<file path="config.mk">
export PLATFORM = sky130hd
export DESIGN_NAME = pc_fetch_controller_flat
export DESIGN_NICKNAME = d
export VERILOG_FILES = /design/src/rtl/pc_fetch_controller_if.sv /design/src/rtl/pc_fetch_controller.sv /design/src/flat_wrapper.sv
export SDC_FILE = /design/constraint.sdc
export NUM_CORES = 1
export LEC_CHECK = 0
export CAP_MARGIN = 20
export CORE_MARGIN = 8
export CORE_UTILIZATION = 45
export CTS_BUF_LIST = sky130_fd_sc_hd__clkbuf_8
export CTS_CLUSTER_SIZE = 16
export DETAILED_ROUTE_END_ITERATION = 8
export GPL_TIMING_DRIVEN = 0
export PLACE_DENSITY_LB_ADDON = 0.05
export SYNTH_ARGS = -nofsm -noshare
export SYNTH_HDL_FRONTEND = slang
export SYNTH_SLANG_ARGS = --single-unit
</file>
<file path="constraint.sdc">
create_clock -name clk -period 3.1 [get_ports clk]
set_clock_uncertainty 0.05 [all_clocks]
set_input_delay 0.62 -clock clk [delete_from_list [all_inputs] [get_ports clk]]
set_output_delay 0.62 -clock clk [all_outputs]
set_load 0.01 [all_outputs]
</file>
<file path="src/rtl/pc_fetch_controller_if.sv">
// Fetch-controller bundle: instruction-memory handshake, execute-side controls and trap/status.
// master = controller side, slave = memory/execute side.
interface pc_fetch_controller_if #(
  parameter int XLEN = 32
);
  logic            imem_req;
  logic [XLEN-1:0] imem_addr;
  logic            imem_ready;
  logic            fetch_fire;
  logic [XLEN-1:0] pc_current;
  logic            redirect_valid;
  logic [XLEN-1:0] redirect_target;
  logic            stall;
  logic            halt_req;
  logic            trap;
  logic [XLEN-1:0] trap_epc;
  logic            halted;

  modport master (
    output imem_req, imem_addr, fetch_fire, pc_current, trap, trap_epc, halted,
    input  imem_ready, redirect_valid, redirect_target, stall, halt_req
  );

  modport slave (
    input  imem_req, imem_addr, fetch_fire, pc_current, trap, trap_epc, halted,
    output imem_ready, redirect_valid, redirect_target, stall, halt_req
  );
endinterface

</file>
<file path="src/rtl/pc_fetch_controller.sv">
// PC owner and fetch sequencer: BOOT delay, then FETCH with stall/halt/redirect/pending priority.
// Redirect reaches imem_addr one cycle later; imem_ready=0 holds the PC and the request.
module pc_fetch_controller #(
  parameter int              XLEN         = 32,
  parameter logic [XLEN-1:0] RESET_VECTOR = '0,
  parameter logic [XLEN-1:0] TRAP_VECTOR  = 'h100,
  parameter int              BOOT_DELAY   = 2
) (
  input  logic                  clk,
  input  logic                  rst,
  pc_fetch_controller_if.master bus
);

  localparam logic [1:0] S_BOOT  = 2'd0;
  localparam logic [1:0] S_FETCH = 2'd1;
  localparam logic [1:0] S_HALT  = 2'd2;

  localparam int            CW        = (BOOT_DELAY > 1) ? $clog2(BOOT_DELAY) : 1;
  localparam logic [CW-1:0] BOOT_LAST = CW'((BOOT_DELAY > 0) ? BOOT_DELAY - 1 : 0);

  logic [1:0]      state_q, state_d;
  logic [XLEN-1:0] pc_q, pc_d;
  logic [CW-1:0]   boot_cnt_q, boot_cnt_d;
  logic            pend_valid_q, pend_valid_d;
  logic [XLEN-1:0] pend_target_q, pend_target_d;
  logic            trap_q, trap_d;
  logic [XLEN-1:0] trap_epc_q, trap_epc_d;

  logic            req;
  logic            fire;
  logic            apply;
  logic [XLEN-1:0] apply_tgt;

  assign req  = (state_q == S_FETCH) & ~bus.stall;
  assign fire = req & bus.imem_ready;

  always_comb begin
    state_d       = state_q;
    pc_d          = pc_q;
    boot_cnt_d    = boot_cnt_q;
    pend_valid_d  = pend_valid_q;
    pend_target_d = pend_target_q;
    trap_d        = 1'b0;
    trap_epc_d    = trap_epc_q;
    apply         = 1'b0;
    apply_tgt     = '0;

    case (state_q)
      S_BOOT: begin
        boot_cnt_d = boot_cnt_q + 1'b1;
        if ((BOOT_DELAY == 0) || (boot_cnt_q == BOOT_LAST)) begin
          state_d = S_FETCH;
        end
      end
      S_FETCH: begin
        if (bus.stall) begin
          // Only the newest redirect seen during a stall survives.
          if (bus.redirect_valid) begin
            pend_valid_d  = 1'b1;
            pend_target_d = bus.redirect_target;
          end
        end else if (fire && bus.halt_req) begin
          state_d      = S_HALT;
          pend_valid_d = 1'b0;
        end else if (bus.redirect_valid) begin
          apply        = 1'b1;
          apply_tgt    = bus.redirect_target;
          pend_valid_d = 1'b0;
        end else if (pend_valid_q) begin
          apply        = 1'b1;
          apply_tgt    = pend_target_q;
          pend_valid_d = 1'b0;
        end else if (fire) begin
          pc_d = pc_q + XLEN'(4);
        end
      end
      default: ;
    endcase

    if (apply) begin
      if (|apply_tgt[1:0]) begin
        pc_d       = TRAP_VECTOR;
        trap_d     = 1'b1;
        trap_epc_d = apply_tgt;
      end else begin
        pc_d = apply_tgt;
      end
    end
  end

  always_ff @(posedge clk or posedge rst) begin
    if (rst) begin
      state_q       <= S_BOOT;
      pc_q          <= RESET_VECTOR;
      boot_cnt_q    <= '0;
      pend_valid_q  <= 1'b0;
      pend_target_q <= '0;
      trap_q        <= 1'b0;
      trap_epc_q    <= '0;
    end else begin
      state_q       <= state_d;
      pc_q          <= pc_d;
      boot_cnt_q    <= boot_cnt_d;
      pend_valid_q  <= pend_valid_d;
      pend_target_q <= pend_target_d;
      trap_q        <= trap_d;
      trap_epc_q    <= trap_epc_d;
    end
  end

  assign bus.imem_req   = req;
  assign bus.imem_addr  = pc_q;
  assign bus.pc_current = pc_q;
  assign bus.fetch_fire = fire;
  assign bus.trap       = trap_q;
  assign bus.trap_epc   = trap_epc_q;
  assign bus.halted     = (state_q == S_HALT);

endmodule

</file>
<file path="src/flat_wrapper.sv">
// flat-port wrapper written by rule: the top's interface ports become plain ports
module pc_fetch_controller_flat 
#(
  parameter int              XLEN         = 32,
  parameter logic [XLEN-1:0] RESET_VECTOR = '0,
  parameter logic [XLEN-1:0] TRAP_VECTOR  = 'h100,
  parameter int              BOOT_DELAY   = 2
)
  (clk, rst, bus_imem_req, bus_imem_addr, bus_fetch_fire, bus_pc_current, bus_trap, bus_trap_epc, bus_halted, bus_imem_ready, bus_redirect_valid, bus_redirect_target, bus_stall, bus_halt_req);
  pc_fetch_controller_if #(.XLEN(XLEN)) bus_i ();
  input  logic clk;
  input  logic rst;
  output wire logic [$bits(bus_i.imem_req)-1:0] bus_imem_req;
  output wire logic [$bits(bus_i.imem_addr)-1:0] bus_imem_addr;
  output wire logic [$bits(bus_i.fetch_fire)-1:0] bus_fetch_fire;
  output wire logic [$bits(bus_i.pc_current)-1:0] bus_pc_current;
  output wire logic [$bits(bus_i.trap)-1:0] bus_trap;
  output wire logic [$bits(bus_i.trap_epc)-1:0] bus_trap_epc;
  output wire logic [$bits(bus_i.halted)-1:0] bus_halted;
  input wire logic [$bits(bus_i.imem_ready)-1:0] bus_imem_ready;
  input wire logic [$bits(bus_i.redirect_valid)-1:0] bus_redirect_valid;
  input wire logic [$bits(bus_i.redirect_target)-1:0] bus_redirect_target;
  input wire logic [$bits(bus_i.stall)-1:0] bus_stall;
  input wire logic [$bits(bus_i.halt_req)-1:0] bus_halt_req;
  assign bus_imem_req = bus_i.imem_req;
  assign bus_imem_addr = bus_i.imem_addr;
  assign bus_fetch_fire = bus_i.fetch_fire;
  assign bus_pc_current = bus_i.pc_current;
  assign bus_trap = bus_i.trap;
  assign bus_trap_epc = bus_i.trap_epc;
  assign bus_halted = bus_i.halted;
  assign bus_i.imem_ready = bus_imem_ready;
  assign bus_i.redirect_valid = bus_redirect_valid;
  assign bus_i.redirect_target = bus_redirect_target;
  assign bus_i.stall = bus_stall;
  assign bus_i.halt_req = bus_halt_req;
  pc_fetch_controller #(.XLEN(XLEN), .RESET_VECTOR(RESET_VECTOR), .TRAP_VECTOR(TRAP_VECTOR), .BOOT_DELAY(BOOT_DELAY)) u_core (.clk(clk), .rst(rst), .bus(bus_i));
endmodule
</file>
==> impl_metrics.py <==
metrics = {
    "clocking": {
        "htreeDepth": 3,
        "cts_resized": 1,
        "cts_tree": "done",
        "cts.sinks": 101,
        "cts_hold_buf": 0,
        "cts.clk_slew.worst_paths_ns": 0.09,
        "postCtsSetupRepairBufs": 0,
        "cts_root_buf": "clkbuf_8",
        "clock_latency_ns": 0.38,
        "cts-buffers-inserted": 9,
        "clk_path_buf_depth": 2,
    },
    "final_layout": {
        "final_common_cell": "clkdlybuf4s50_1",
        "most-common-layout-cells": "clkdlybuf4s50_1 (134), dfrtp_1 (101), nand2_1 (61)",
        "final_cell_area_um2": 6884,
        "nNetsFinal": 696,
        "postLayoutCoreUtil_pct": 61.07,
        "final_layout_size_suffix_gt1_share_pct": 15.73,
        "area_growth_syn_to_layout_pct": 34.72,
        "diodes": 0,
        "fin_cells": 804,
    },
    "power_and_ir_drop": {
        "pwr_density_cell_nw_per_um2": 851.4,
        "pwr-share-comb_pct": 45.3,
        "pwr-share-seq_pct": 40.1,
        "p_total_mw": 5.861,
        "ir_drop_mv": 0.6061,
        "power_frac_clock_pct": 14.6,
        "p_sw_share_pct": 36.11,
        "switchingPower_mw": 2.117,
        "p_leak_nw": 2.804,
        "p_int_mw": 3.744,
    },
    "sta": {
        "timing.fmax_mhz": 343.9,
        "hold-worst-slack_ns": 0.4402,
        "rsz0062_at_grt": "false",
        "worstMarginPinSlew_ns": 0.9671,
        "relSlewSlack_pct": 35.03,
        "final_max_slew_viol_count": 0,
        "hold_viol": 0,
        "finalSetupViolCount": 0,
        "finalCritPeriodShare_pct": 93.81,
        "period_needed_ns": 2.908,
    },
    "synthesis": {
        "synth-main-ff-cell": "dfrtp_1",
        "synth.area.top_cells": "dfrtp_1 (49%), mux2_2 (8.6%), buf_4 (4.8%)",
        "yosysWarningCount": 0,
        "syn-cell-area_um2": 5110,
        "synth_nets": 548,
        "netlist_instances": 509,
        "synth_area_leader_cell": "dfrtp_1",
        "synth-seq-cells": 101,
        "syn_avg_cell_area_um2": 10.04,
        "yosys.area.top_type_share_pct": 49.46,
        "synthDistinctLibCells": 62,
        "synth-seq-area-share_pct": 49.46,
        "synth-async-reset-ratio_pct": 100.0,
        "synth_edf_count": 0,
    },
    "run": {
        "cap_violations": 0,
    },
    "worst_setup_path": {
        "path_class": "input pin to output port",
        "crit_path_end_kind": "output port",
        "timing.rr.end": "u_core.bus.imem_addr[16]",
        "required_ns": 2.43,
        "rrSetupSlack_ns": 0.42,
        "slowest_delay_ns": 0.55,
        "crit_slowest_cell": "clkdlybuf4s50_1",
        "r2r-start": "u_core.pend_valid_q",
        "worstPathArrival_ns": 2.24,
        "crit_fanout": 7,
        "crit_chain": "clkdlybuf4s50_1, or3b_1, buf_2, inv_2, clkdlybuf4s50_1",
        "r2r_cells": 7,
        "cp-endpoint": "bus_imem_req",
        "cp-start-kind": "input pin",
        "critical_path.startpoint": "bus_stall",
        "path_common_cell": "clkdlybuf4s50_1",
    },
    "route": {
        "drtPass1Iterations": 5,
        "ant_nets": 0,
        "drc_errors": 0,
        "wl_per_cell_um": 20.29,
        "num_vias": 4678,
        "wl_um": 16310,
        "via_per_inst": 5.818,
        "drtIter0Drc": 326,
    },
    "place": {
        "placed_area_um2": 6684,
        "hpwl_um": 12380,
        "port_buffers": 135,
        "dp_cells": 789,
        "gp_congestion": 0.8667,
    },
    "global_route": {
        "grt_pass1_wl_um": 25340,
        "grt_max_degree": 42,
        "grt_remaining_overflow": 0,
        "antenna_found_initial": 0,
        "grt_pass1_vias": 4595,
        "grt_util_all_layers_pct": 21.89,
    },
    "status": {
        "status": "finished clean",
    },
    "worst_hold_path": {
        "hold_path_class": "register to register",
    },
    "floorplan": {
        "start_util_pct": 45.33,
        "rows": 39,
        "die_w_um": 122.6,
        "dieArea_um2": 15020,
        "ios": 138,
        "core_area_um2": 11270,
        "dieHeight_um": 122.6,
    },
}
## cell usage after synthesis, types with 6 or more instances
cell type  number
nand4_1         9
and2_1          6
o211ai_1        9
dfrtp_1       101
inv_1           8
buf_4          33
a21oi_1        14
a31oi_1         6
o21ai_0        42
nor2_1         23
nand3_1        12
o311ai_0        6
mux2_2         39
o22ai_1         6
clkbuf_1       26
nand2_1        61
a22o_1         10
nor3_1         10
a22oi_1        23
## power groups by stage
stage / sequential [mW] / combinational [mW] / clock [mW]
finish: 2.35 / 2.66 / 0.856
global route: 2.43 / 2.88 / 0.910
CTS: 2.34 / 2.68 / 0.872
detailed placement: 2.37 / 2.67 / 0
global placement: 2.35 / 2.62 / 0
floorplan: 2.39 / 1.23 / 0
## routing by layer
metal / track usage (%) / vias to the layer above / routed length, µm
met5: 0 / - / 0
met4: 4.570 / 0 / 197
met3: 5.612 / 15 / 1335
met2: 36.15 / 199 / 7658
met1: 28.52 / 2323 / 7120
li1: - / 2141 / -
## stage by stage
step / setup TNS [ns] / setup WS, ns
CTS: 0 / 0.006490
floorplan: 0 / 0.7492
global route: 0 / 0.08086
detailed placement: -0.4445 / -0.08019
finish: 0 / 0.1918
global placement: -0.5529 / -0.08276
## final cells by class
type / count / area, µm²
clock inverters: 6 / 70.07
repair buffers: 137 / 1394
multi-input cells: 334 / 2171
flip-flops and latches: 101 / 2527
plain buffers: 65 / 381.6
inverters: 9 / 37.54
clock buffers: 9 / 123.9
well taps: 143 / 178.9
fillers: 998 / 4388
## state kept, by name (all words and copies together) (netlist names)
name,flops
u_core.bus.trap_epc,32
u_core.boot_cnt_q,1
u_core.pend_target_q,32
u_core.bus.imem_addr,32
u_core.pend_valid_q,1
u_core.bus.trap,1
u_core.state_q,2
## worst min path at each step
stage,cells after the start,startpoint,to,slack [ns]
final,1,u_core.boot_cnt_q,u_core.boot_cnt_q,0.44
after floorplan,1,u_core.boot_cnt_q,u_core.boot_cnt_q,0.39
after global placement,2,u_core.bus.trap_epc[6],u_core.bus.trap_epc[6],0.42
after global routing,1,u_core.boot_cnt_q,u_core.boot_cnt_q,0.46
after detailed placement,1,u_core.boot_cnt_q,u_core.boot_cnt_q,0.42
after CTS,1,u_core.boot_cnt_q,u_core.boot_cnt_q,0.44
## cell families (layout without fill, tap and decap cells)
group	Yosys count	in the layout	share of synthesized area (%)
compound gates	144	144	19.20
xor+xnor	1	1	0.1714
fa+ha+maj	1	1	0.2448
buf+inv	74	226	8.129
flops	101	101	49.46
mux	39	39	8.594
simple gates	149	149	14.20
## worst max-delay path: cells and delay by family
family,cells,cell delay [ns]
buffers and inverters,4,1.25
AND/OR/NAND/NOR,1,0.38
Power figures use the tool's default switching activity.
